`src/rtl/dut_host_if.sv`:
```
// Bus bundle between the command/response side and the dut method side.
// The host connects through slave; the driving environment through master.
interface dut_host_if;
  logic       cmd_valid;
  logic       cmd_ready;
  logic       cmd_write;
  logic [2:0] cmd_address;
  logic       cmd_data;

  logic [2:0] write_address;
  logic       write_data;
  logic       write_en;
  logic       write_rdy;

  logic [2:0] read_address;
  logic       read_en;
  logic       read_data;
  logic       read_rdy;

  logic       rsp_valid;
  logic       rsp_ready;
  logic       rsp_write;
  logic       rsp_err;
  logic       rsp_data;

  modport slave (
    input  cmd_valid, cmd_write, cmd_address, cmd_data,
    input  write_rdy, read_data, read_rdy, rsp_ready,
    output cmd_ready, write_address, write_data, write_en,
    output read_address, read_en,
    output rsp_valid, rsp_write, rsp_err, rsp_data
  );

  modport master (
    output cmd_valid, cmd_write, cmd_address, cmd_data,
    output write_rdy, read_data, read_rdy, rsp_ready,
    input  cmd_ready, write_address, write_data, write_en,
    input  read_address, read_en,
    input  rsp_valid, rsp_write, rsp_err, rsp_data
  );
endinterface

```
`src/rtl/dut_host.sv`:
```
// Single-outstanding command host: forwards one read or write to the dut
// methods, waits for rdy with a bounded timer, and returns one response.
module dut_host #(
  parameter int unsigned TIMEOUT = 16
) (
  input  logic        CLK,
  input  logic        RST_N,
  dut_host_if.slave   bus,
  output logic [15:0] txn_count,
  output logic [7:0]  err_count
);

  typedef enum logic [1:0] {
    IDLE,
    WR_WAIT,
    RD_WAIT,
    RSP
  } state_t;

  localparam logic [7:0] TMO_LAST = 8'(TIMEOUT - 1);

  state_t     state;
  state_t     state_nx;
  logic [7:0] timer;
  logic [7:0] timer_nx;
  logic       lat_write;
  logic [2:0] lat_addr;
  logic       lat_data;

  logic accept;
  logic wr_fire;
  logic rd_fire;
  logic fire;
  logic tmo;
  logic waiting;
  logic rsp_hs;
  logic busy;

  logic rsp_write_q;
  logic rsp_err_q;
  logic rsp_data_q;

  // Enables are gated by reset too, so rdy inputs can never leak through.
  assign busy    = (state != IDLE);
  assign wr_fire = (state == WR_WAIT) && bus.write_rdy && !RST_N;
  assign rd_fire = (state == RD_WAIT) && bus.read_rdy && !RST_N;
  assign fire    = wr_fire || rd_fire;
  assign waiting = (state == WR_WAIT) || (state == RD_WAIT);
  assign tmo     = waiting && !fire && (timer == TMO_LAST);

  assign bus.cmd_ready     = (state == IDLE) && !RST_N;
  assign bus.write_en      = wr_fire;
  assign bus.read_en       = rd_fire;
  assign bus.write_address = busy ? lat_addr : 3'd0;
  assign bus.write_data    = busy ? lat_data : 1'b0;
  assign bus.read_address  = busy ? lat_addr : 3'd0;
  assign bus.rsp_valid     = (state == RSP) && !RST_N;
  assign bus.rsp_write     = rsp_write_q;
  assign bus.rsp_err       = rsp_err_q;
  assign bus.rsp_data      = rsp_data_q;

  assign accept = bus.cmd_valid && bus.cmd_ready;
  assign rsp_hs = bus.rsp_valid && bus.rsp_ready;

  always_comb begin
    state_nx = state;
    timer_nx = timer;
    unique case (state)
      IDLE: begin
        if (accept) begin
          state_nx = bus.cmd_write ? WR_WAIT : RD_WAIT;
          timer_nx = 8'd0;
        end
      end
      WR_WAIT, RD_WAIT: begin
        if (fire || tmo) state_nx = RSP;
        else             timer_nx = timer + 8'd1;
      end
      RSP: begin
        if (rsp_hs) state_nx = IDLE;
      end
      default: state_nx = IDLE;
    endcase
  end

  always_ff @(posedge CLK or posedge RST_N) begin
    if (RST_N) begin
      state       <= IDLE;
      timer       <= 8'd0;
      lat_write   <= 1'b0;
      lat_addr    <= 3'd0;
      lat_data    <= 1'b0;
      rsp_write_q <= 1'b0;
      rsp_err_q   <= 1'b0;
      rsp_data_q  <= 1'b0;
      txn_count   <= 16'd0;
      err_count   <= 8'd0;
    end else begin
      state <= state_nx;
      timer <= timer_nx;
      if (accept) begin
        lat_write <= bus.cmd_write;
        lat_addr  <= bus.cmd_address;
        lat_data  <= bus.cmd_data;
      end
      if (fire || tmo) begin
        rsp_write_q <= lat_write;
        rsp_err_q   <= tmo;
        rsp_data_q  <= rd_fire ? bus.read_data : 1'b0;
      end
      if (fire) txn_count <= txn_count + 16'd1;
      if (tmo && err_count != 8'hFF) err_count <= err_count + 8'd1;
    end
  end

endmodule

```
`src/flat_wrapper.sv`:
```
// flat-port wrapper written by rule: the top's interface ports become plain ports
module dut_host_flat 
#(
  parameter int unsigned TIMEOUT = 16
)
  (CLK, RST_N, txn_count, err_count, bus_cmd_valid, bus_cmd_write, bus_cmd_address, bus_cmd_data, bus_write_rdy, bus_read_data, bus_read_rdy, bus_rsp_ready, bus_cmd_ready, bus_write_address, bus_write_data, bus_write_en, bus_read_address, bus_read_en, bus_rsp_valid, bus_rsp_write, bus_rsp_err, bus_rsp_data);
  dut_host_if bus_i ();
  input  logic CLK;
  input  logic RST_N;
  output logic [15:0] txn_count;
  output logic [7:0] err_count;
  input wire logic [$bits(bus_i.cmd_valid)-1:0] bus_cmd_valid;
  input wire logic [$bits(bus_i.cmd_write)-1:0] bus_cmd_write;
  input wire logic [$bits(bus_i.cmd_address)-1:0] bus_cmd_address;
  input wire logic [$bits(bus_i.cmd_data)-1:0] bus_cmd_data;
  input wire logic [$bits(bus_i.write_rdy)-1:0] bus_write_rdy;
  input wire logic [$bits(bus_i.read_data)-1:0] bus_read_data;
  input wire logic [$bits(bus_i.read_rdy)-1:0] bus_read_rdy;
  input wire logic [$bits(bus_i.rsp_ready)-1:0] bus_rsp_ready;
  output wire logic [$bits(bus_i.cmd_ready)-1:0] bus_cmd_ready;
  output wire logic [$bits(bus_i.write_address)-1:0] bus_write_address;
  output wire logic [$bits(bus_i.write_data)-1:0] bus_write_data;
  output wire logic [$bits(bus_i.write_en)-1:0] bus_write_en;
  output wire logic [$bits(bus_i.read_address)-1:0] bus_read_address;
  output wire logic [$bits(bus_i.read_en)-1:0] bus_read_en;
  output wire logic [$bits(bus_i.rsp_valid)-1:0] bus_rsp_valid;
  output wire logic [$bits(bus_i.rsp_write)-1:0] bus_rsp_write;
  output wire logic [$bits(bus_i.rsp_err)-1:0] bus_rsp_err;
  output wire logic [$bits(bus_i.rsp_data)-1:0] bus_rsp_data;
  assign bus_i.cmd_valid = bus_cmd_valid;
  assign bus_i.cmd_write = bus_cmd_write;
  assign bus_i.cmd_address = bus_cmd_address;
  assign bus_i.cmd_data = bus_cmd_data;
  assign bus_i.write_rdy = bus_write_rdy;
  assign bus_i.read_data = bus_read_data;
  assign bus_i.read_rdy = bus_read_rdy;
  assign bus_i.rsp_ready = bus_rsp_ready;
  assign bus_cmd_ready = bus_i.cmd_ready;
  assign bus_write_address = bus_i.write_address;
  assign bus_write_data = bus_i.write_data;
  assign bus_write_en = bus_i.write_en;
  assign bus_read_address = bus_i.read_address;
  assign bus_read_en = bus_i.read_en;
  assign bus_rsp_valid = bus_i.rsp_valid;
  assign bus_rsp_write = bus_i.rsp_write;
  assign bus_rsp_err = bus_i.rsp_err;
  assign bus_rsp_data = bus_i.rsp_data;
  dut_host #(.TIMEOUT(TIMEOUT)) u_core (.CLK(CLK), .RST_N(RST_N), .bus(bus_i), .txn_count(txn_count), .err_count(err_count));
endmodule
```
`config.mk`:
```
export PLATFORM = sky130hd
export DESIGN_NAME = dut_host_flat
export DESIGN_NICKNAME = d
export VERILOG_FILES = /design/src/rtl/dut_host_if.sv /design/src/rtl/dut_host.sv /design/src/flat_wrapper.sv
export SDC_FILE = /design/constraint.sdc
export NUM_CORES = 1
export LEC_CHECK = 0
export ABC_AREA = 1
export CAP_MARGIN = 40
export CORE_MARGIN = 3
export CORE_UTILIZATION = 55
export DETAILED_ROUTE_END_ITERATION = 8
export PLACE_DENSITY = 0.92
export SLEW_MARGIN = 20
export SYNTH_ARGS = -nofsm -noshare
export SYNTH_HDL_FRONTEND = slang
export SYNTH_SLANG_ARGS = --single-unit
```
`constraint.sdc`:
```
create_clock -name CLK -period 2.58 [get_ports CLK]
set_input_delay 0.258 -clock CLK [delete_from_list [all_inputs] [get_ports CLK]]
set_output_delay 0.258 -clock CLK [all_outputs]
set_load 0.1 [all_outputs]
```
# Yosys cells after proc, flatten, opt, wreduce, memory -nomap -nowiden
# Cells that the tools add are included.
# classes
eq_ne,9
addsub,3
n_mux,11
reduce_logical,22
# op_table
operator,count
$add A16 B1 Y16 const B,1
$add A8 B1 Y8 const B,2
$mux W8,2
$pmux W8 S2,1
$logic_and A1 B1 Y1,11
$eq A8 B4 Y1 const B,1
$mux W2,4
$ne A8 B8 Y1 const B,1
$ne A2 B1 Y1 const B,3
$pmux W2 S3,1
$reduce_and A3 Y1,2
$eq A2 B2 Y1 const B,2
$reduce_bool A2 Y1,2
$logic_or A1 B1 Y1,3
$mux W3,1
$eq A2 B1 Y1 const B,1
$logic_not A1 Y1,2
$logic_not A2 Y1,1
$mux W1,2
$ne A2 B2 Y1 const B,1
$reduce_or A2 Y1,1
# word_totals
ff_bits,42
word_cells,55
out_inout_bits,38

# Logic depth before layout (Yosys ltp)
# Gate-level depths: netlist (run 1).
# depth
word_depth,10
ltp_mapped,10

# Worst setup path after synthesis (run 1)
# No wires, ideal clock.
# synth_path
path_type,register -> register
start,reg u_core.state[0]
end,reg u_core.lat_addr[0]
n_path_buf,0
arrival_time_ps,2767
path_stages_with_launch,8
required_ps,2449
slack_ps,-318
cell_sequence,dfrtp_1 > inv_1 > ha_1 > inv_1 > nor2_1 > nand2_1 > nor2_1 > a21oi_1
# synth_between
elab_chain_cells,3
# synth_lines
item,line_no,text
"start, declared",dut_host.sv:22,state_t state;
"start signal, assigned",dut_host.sv:99,state <= state_nx;
$logic_not A2 Y1,dut_host.sv:51,assign bus.cmd_ready = (state == IDLE) && !RST_N;
$logic_and A1 B1 Y1,dut_host.sv:51,
via bus_cmd_ready,flat_wrapper.sv:20,output wire logic [$bits(bus_i.cmd_ready)-1:0] bus_cmd_ready;
$logic_and A1 B1 Y1,dut_host.sv:62,assign accept = bus.cmd_valid && bus.cmd_ready;
"end signal, assigned",dut_host.sv:103,lat_addr <= bus.cmd_address;
"end, declared",dut_host.sv:27,logic [2:0] lat_addr;
# The timed path passes the listed nets, and every way through them passes these cells.
# A chain may end at the register's enable or synchronous reset.

# Worst setup path in the final report (run 1)
# layout_path
start,reg u_core.state[1]
end,out bus_write_en
# layout_between
elab_chain_cells,3
# layout_lines
item,line_no,text
$eq A2 B1 Y1,dut_host.sv:45,assign wr_fire = (state == WR_WAIT) && bus.write_rdy && !RST_N;
$logic_and A1 B1 Y1 (2 in series),dut_host.sv:45,
"end, declared",flat_wrapper.sv:23,output wire logic [$bits(bus_i.write_en)-1:0] bus_write_en;
# No other way between the ends.

==> impl_metrics.env, run 1 <==
export IMPL_numCtsBuffers=5
export IMPL_clock_fmax_mhz=507
export IMPL_grt_met3_usage_pct=4.59
export IMPL_place_congestion=0.864
export IMPL_worstPathCellList="inv_1, ha_1, nand2_1, nor2_2, buf_4"
export IMPL_antenna_found_initial=0
export IMPL_power_density_nw_per_um2=1020
export IMPL_clk_pin_slew_worst_paths_ps=70
export IMPL_die_w_um=74.1
export IMPL_die_h_um=74.1
export IMPL_grt_pass1_wl_um=9430
export IMPL_synth_seq_area_share_pct=41.3
export IMPL_maxSlewHeadroom_pct=76.7
export IMPL_avgRoutedWirePerCell_um=12.4
export IMPL_synth_compound_area_share_pct=3.39
export IMPL_place_hpwl_um=4260
export IMPL_io_pins=50
export IMPL_clkLatencyLatePin_ps=290
export IMPL_cpMaxStageDelayCell="dfrtp_1"
export IMPL_p_int_mw=1.37
export IMPL_cts_tree="yes"
export IMPL_syn2layout_area_growth_pct=20.8
export IMPL_yosysWarnings=0
export IMPL_port_buffers=49
export IMPL_num_vias=2284
export IMPL_cp_max_fo=5
export IMPL_crit_path_start_kind="flop"
export IMPL_finalPower_mw=3.15
export IMPL_tightest_slew_ps=349
export IMPL_synth_net_count=369
export IMPL_share_comb_of_total_power_pct=58.9
export IMPL_grt_usage_pct=21.8
export IMPL_leakage_nw=1.65
export IMPL_mostFrequentLayoutCells="nand2_1, dfrtp_1, nor2_1, inv_1, buf_4"
export IMPL_grt_pass1_vias=2149
export IMPL_pwr_share_seq_pct=28.1
export IMPL_finalCritPeriodShare_pct=76.4
export IMPL_p_clk_share_pct=13.0
export IMPL_fin_skew_ps=4.34
export IMPL_vias_per_cell=5.08
export IMPL_synth_top_family_by_area="simple AND/OR/NAND/NOR gates"
export IMPL_drc=0
export IMPL_syn_inst=348
export IMPL_post_route_cells_drive_above_1_share_pct=16.8
export IMPL_final_common_cell="nand2_1"
export IMPL_ys_types=29
export IMPL_drv_cap=0
export IMPL_start_util_pct=57.7
export IMPL_core_area_um2=4410
export IMPL_synthXorXnorAreaFrac_pct=5.84
export IMPL_drtIter0Drc=141
export IMPL_finalWirelength_um=5560
export IMPL_cp_arrival_ps=1710
export IMPL_gr_usage_met2_pct=37.9
export IMPL_switching_power_mw=1.77
export IMPL_firstDrtPassIters=4
export IMPL_root_buffer="clkbuf_8"
export IMPL_post_cts_setup_buffers=0
export IMPL_finalMaxSlewViolations=0
export IMPL_h_tree_depth=2
export IMPL_syn_area_um2=2550
export IMPL_hold_class="flop to flop"
export IMPL_p_sw_share_pct=56.4
export IMPL_postLayoutCellArea_um2=3080
export IMPL_hold_buffers=0
export IMPL_insertedDiodeCount=0
export IMPL_synth_simple_area_share_pct=37.0
export IMPL_die_area_um2=5480
export IMPL_grt_overflow=0
export IMPL_critical_path_endpoint_type="output pin"
export IMPL_grt_max_degree=24
export IMPL_synth_area_per_cell_um2=7.32
export IMPL_fill_cells=356
export IMPL_fp_row_count=24
export IMPL_nets=420
export IMPL_min_period_ps=1970
export IMPL_hold_ws_ps=490
export IMPL_rsz0062_at_grt="false"
export IMPL_synthMuxAreaShare_pct=0
export IMPL_cts_resized=0
export IMPL_clockBufferDepth=2
export IMPL_status="finished clean"
export IMPL_synthAdderAreaFrac_pct=4.42
export IMPL_final_hold_violation_count=0
export IMPL_grt_use_met1_pct=27.0
export IMPL_path_class="flop to output pin"
export IMPL_setup_viol=0
export IMPL_slowest_delay_ps=450
export IMPL_ir_worst_vdd_uv=993
export IMPL_cp_data_required_time_ps=2320
export IMPL_cts_sinks=42
export IMPL_drtAntennaViolNets=0
export IMPL_grt_busiest_layer="met2"
export IMPL_ys_ff_latch=42
export IMPL_placed_area_um2=3000
[cells in the mapped netlist (all sizes together)]
library cell | n | area share [%]
dfrtp | 42 | 41
a21oi | 7 | 1.4
xor2 | 12 | 4.1
nand4 | 4 | 1.2
ha | 9 | 4.4
nand2 | 131 | 20
nand3 | 27 | 6.2
o21ai | 8 | 1.7
xnor2 | 5 | 1.7
and2 | 1 | 0.25
nor2 | 49 | 8.9
nand3b | 1 | 0.29
o21a | 1 | 0.29
nor3 | 1 | 0.20
buf | 7 | 1.7
inv | 43 | 6.4
[path summary, 6_finish.rpt]
kind	start	slack (ps)	endpoint	depth (start not counted)
min in group asynchronous	RST_N	530	u_core.lat_addr[2]	3
worst min register to register	u_core.lat_write	490	u_core.bus.rsp_write	2
worst max register to register	u_core.state[0]	720	u_core.err_count[0]	10
worst max-delay path	u_core.state[1]	610	bus_write_en	5
worst min-delay path	u_core.lat_write	490	u_core.bus.rsp_write	2
max in group asynchronous	RST_N	1810	u_core.txn_count[12]	3
[kinds of logic after synthesis]
group,after synthesis
simple gates,214
compound gates,16
buf+inv,50
xor+xnor,17
flops,42
fa+ha+maj,9
[sequential cells by signal, summed over array words and instances (netlist names)]
register and cells:
u_core.lat_data 1, u_core.bus.rsp_data 1, u_core.err_count 8, u_core.lat_write 1, u_core.timer 8, u_core.txn_count 16
u_core.bus.rsp_err 1, u_core.lat_addr 3, u_core.bus.rsp_write 1, u_core.state 2
[metal layers]
metal	wire length, µm	part of all wire, %
met1	2380	43
met2	2810	51
met3	327	5.9
met4	41	0.74
met5	0	0
[power groups by stage]
stage / clock network [mW] / registers [mW] / logic [mW]
after floorplan: 0 / 1.19 / 1.21
after global placement: 0 / 0.886 / 1.81
after detailed placement: 0 / 0.893 / 1.85
after CTS: 0.424 / 0.882 / 1.86
after global routing: 0.450 / 0.901 / 1.94
final: 0.410 / 0.883 / 1.85
[area by class of cell]
type / count / area [µm²] / share of cell area [%]
Sequential cell: 42 / 1050 / 34.1
Clock buffer: 6 / 82.6 / 2.68
Inverter: 43 / 164 / 5.33
Multi-Input combinational cell: 256 / 1290 / 42.0
Timing Repair Buffer: 51 / 423 / 13.7
Tap cell: 52 / 65.1 / 2.11
[per-stage QoR]
stage,setup TNS (ps),cells,utilization (%),worst slack (ps)
after floorplan,-568,348,-,-189
after global placement,0,444,67.9,654
after detailed placement,0,444,67.9,537
after CTS,0,450,69.7,593
after global routing,0,450,69.7,511
final,0,450,69.7,609
[worst max-delay path: cells and delay by family, from the launching register on]
family | cells | cell delay (ps)
adder cells (fa/ha/maj) | 1 | 190
buffers and inverters | 2 | 490
flip-flops | 1 | 450
AND/OR/NAND/NOR | 2 | 300
No activity file was read; power rests on OpenSTA's default activity.
==> run 2, diff against run 1 <==
--- a/config.mk
+++ b/config.mk
@@ -8,9 +8,9 @@
 export ABC_AREA = 1
 export CAP_MARGIN = 40
 export CORE_MARGIN = 3
-export CORE_UTILIZATION = 55
+export CORE_UTILIZATION = 52
 export DETAILED_ROUTE_END_ITERATION = 8
-export PLACE_DENSITY = 0.92
+export PLACE_DENSITY = 0.88
 export SLEW_MARGIN = 20
 export SYNTH_ARGS = -nofsm -noshare
 export SYNTH_HDL_FRONTEND = slang
==> constraint.sdc (replaced) <==
create_clock -name CLK -period 1.85 [get_ports CLK]
set_input_delay 0.185 -clock CLK [delete_from_list [all_inputs] [get_ports CLK]]
set_output_delay 0.185 -clock CLK [all_outputs]
set_load 0.1 [all_outputs]
==> run 2 against run 1 <==
Non-clock buffer count increased by 4. Combinational power rose by 63%. Critical path type unchanged. Sequential cell count is the same.
==> impl_metrics.env, run 2 (same netlist as run 1, synthesis figures left out) <==
export IMPL_fin_skew_ps=3.83
export IMPL_place_hpwl_um=4240
export IMPL_h_tree_depth=2
export IMPL_firstDrtPassIters=4
export IMPL_drv_cap=0
export IMPL_critPathBufInv=3
export IMPL_numCtsBuffers=5
export IMPL_ir_worst_vdd_uv=1430
export IMPL_largest_reg_flops=16
export IMPL_cpMaxStageDelayCell="dfrtp_1"
export IMPL_mostFrequentLayoutCells="nand2_1, inv_1, nor2_1, dfrtp_1, buf_4"
export IMPL_fp_row_count=24
export IMPL_avgRoutedWirePerCell_um=11.7
export IMPL_maxSlewHeadroom_pct=79.6
export IMPL_utilization_pct=72.8
export IMPL_vias_per_cell=4.87
export IMPL_placed_area_um2=3210
export IMPL_finalMaxSlewViolations=0
export IMPL_critical_path_endpoint_type="output pin"
export IMPL_clock_fmax_mhz=572
export IMPL_drc=0
export IMPL_setup_viol=0
export IMPL_cts_tree="yes"
export IMPL_top_register="u_core.txn_count"
export IMPL_place_congestion=0.859
export IMPL_hold_class="primary input to flop"
export IMPL_crit_path_start_kind="flop"
export IMPL_syn2layout_area_growth_pct=29.5
export IMPL_num_vias=2286
export IMPL_cp_data_required_time_ps=1660
export IMPL_final_hold_violation_count=0
export IMPL_start_util_pct=56.2
export IMPL_grt_pass1_wl_um=9980
export IMPL_grt_usage_pct=20.4
export IMPL_top_regs="u_core.txn_count: 16 flops, u_core.err_count: 8 flops, u_core.timer: 8 flops"
export IMPL_power_density_nw_per_um2=1460
export IMPL_slowest_delay_ps=450
export IMPL_postLayoutCellArea_um2=3300
export IMPL_drtIter0Drc=127
export IMPL_nets=424
export IMPL_path_delay_family="flip-flops"
export IMPL_antenna_found_initial=0
export IMPL_die_area_um2=5770
export IMPL_cp_max_fo=5
export IMPL_clk_pin_slew_worst_paths_ps=70
export IMPL_die_w_um=76.0
export IMPL_worstPathCellList="inv_2, ha_2, inv_1, nor2_4, buf_12"
export IMPL_post_route_cells_drive_above_1_share_pct=21.5
export IMPL_port_buffers=49
export IMPL_core_area_um2=4530
export IMPL_cts_sinks=42
export IMPL_drtAntennaViolNets=0
export IMPL_leakage_nw=1.70
export IMPL_clkLatencyLatePin_ps=290
export IMPL_root_buffer="clkbuf_8"
export IMPL_finalPower_mw=4.81
export IMPL_clockBufferDepth=2
export IMPL_tightest_slew_ps=305
export IMPL_die_h_um=76.0
export IMPL_min_period_ps=1750
export IMPL_status="finished clean"
export IMPL_cp_arrival_ps=1560
export IMPL_path_class="flop to output pin"
export IMPL_final_common_cell="nand2_1"
export IMPL_grt_pass1_vias=2267
export IMPL_finalCritPeriodShare_pct=94.4
export IMPL_insertedDiodeCount=0
export IMPL_io_pins=50
export IMPL_grt_max_degree=25
export IMPL_fill_cells=351
export IMPL_finalWirelength_um=5470
export IMPL_grt_overflow=0
==> run 2: changes by cell type in the layout (fill, tap and decap cells not counted), moves of 2 or more <==
cell / delta
dfrtp_1: -8
inv_2: +2
clkbuf_1: +3
buf_12: +10
dfrtp_2: +8
nor2_1: -4
nor2_4: +4
inv_1: -2
nand2_1: -2
buf_4: -6
==> run 2: layout make-up <==
type	count	area, µm²	area share (%)
inverter	43	164	4.97
sequential	42	1060	32.2
tap	65	81.3	2.46
timing repair buffer	55	578	17.5
multi-input combinational	256	1340	40.5
clock buffer	8	80.1	2.43
==> run 2: what timing repair did <==
action | in CTS | in global routing
hold buffers | 0 | 0
buffers inserted | 0 | 1
resized for setup | 0 | 1
setup endpoints to repair | 0 | 4
==> run 2: report_power, final <==
part / internal, mW / switching, mW / leakage (nW) / total [mW]
registers: 1.09 / 0.146 / 0.544 / 1.23
clock network: 0.268 / 0.298 / 0.0395 / 0.566
logic: 0.885 / 2.12 / 1.11 / 3.01
==> run 2: final timing paths <==
| path | depth (start not counted) | startpoint | slack, ps | to |
|---|---|---|---|---|
| setup / recovery | 5 | u_core.state[0] | 100 | bus_cmd_ready |
| hold / removal | 3 | bus_read_data | 460 | u_core.bus.rsp_data |
| setup reg to reg | 8 | u_core.state[0] | 100 | u_core.txn_count[5] |
| hold reg to reg | 2 | u_core.lat_write | 470 | u_core.bus.rsp_write |
| max in group asynchronous | 3 | RST_N | 1080 | u_core.err_count[4] |
| min in group asynchronous | 3 | RST_N | 500 | u_core.txn_count[8] |
==> run 2: stage by stage <==
stage	setup slack [ps]	setup TNS [ps]	hold slack, ps	std cells
finish	103	0	458	469
floorplan	-340	-1460	202	348
detailed placement	89.2	0	457	460
global placement	161	0	460	460
CTS	26.3	0	463	468
global route	-0.300	-0.300	487	469
==> run 2: per-layer routing <==
| metal | global-route usage, % | vias up | routed length, µm |
|---|---|---|---|
| met3 | 4.49 | 3 | 259 |
| met2 | 38.3 | 51 | 2910 |
| li1 | - | 1166 | - |
| met5 | 0 | - | 0 |
| met1 | 24.8 | 1066 | 2280 |
| met4 | 1.63 | 0 | 17 |
==> run 2: worst reg2reg max path, delay by kind of cell, from the launching register on <==
kind | cells | cell delay, ps
fa+ha+maj | 1 | 190
xor+xnor | 1 | 170
simple gates | 4 | 570
buf+inv | 2 | 310
flops | 1 | 450
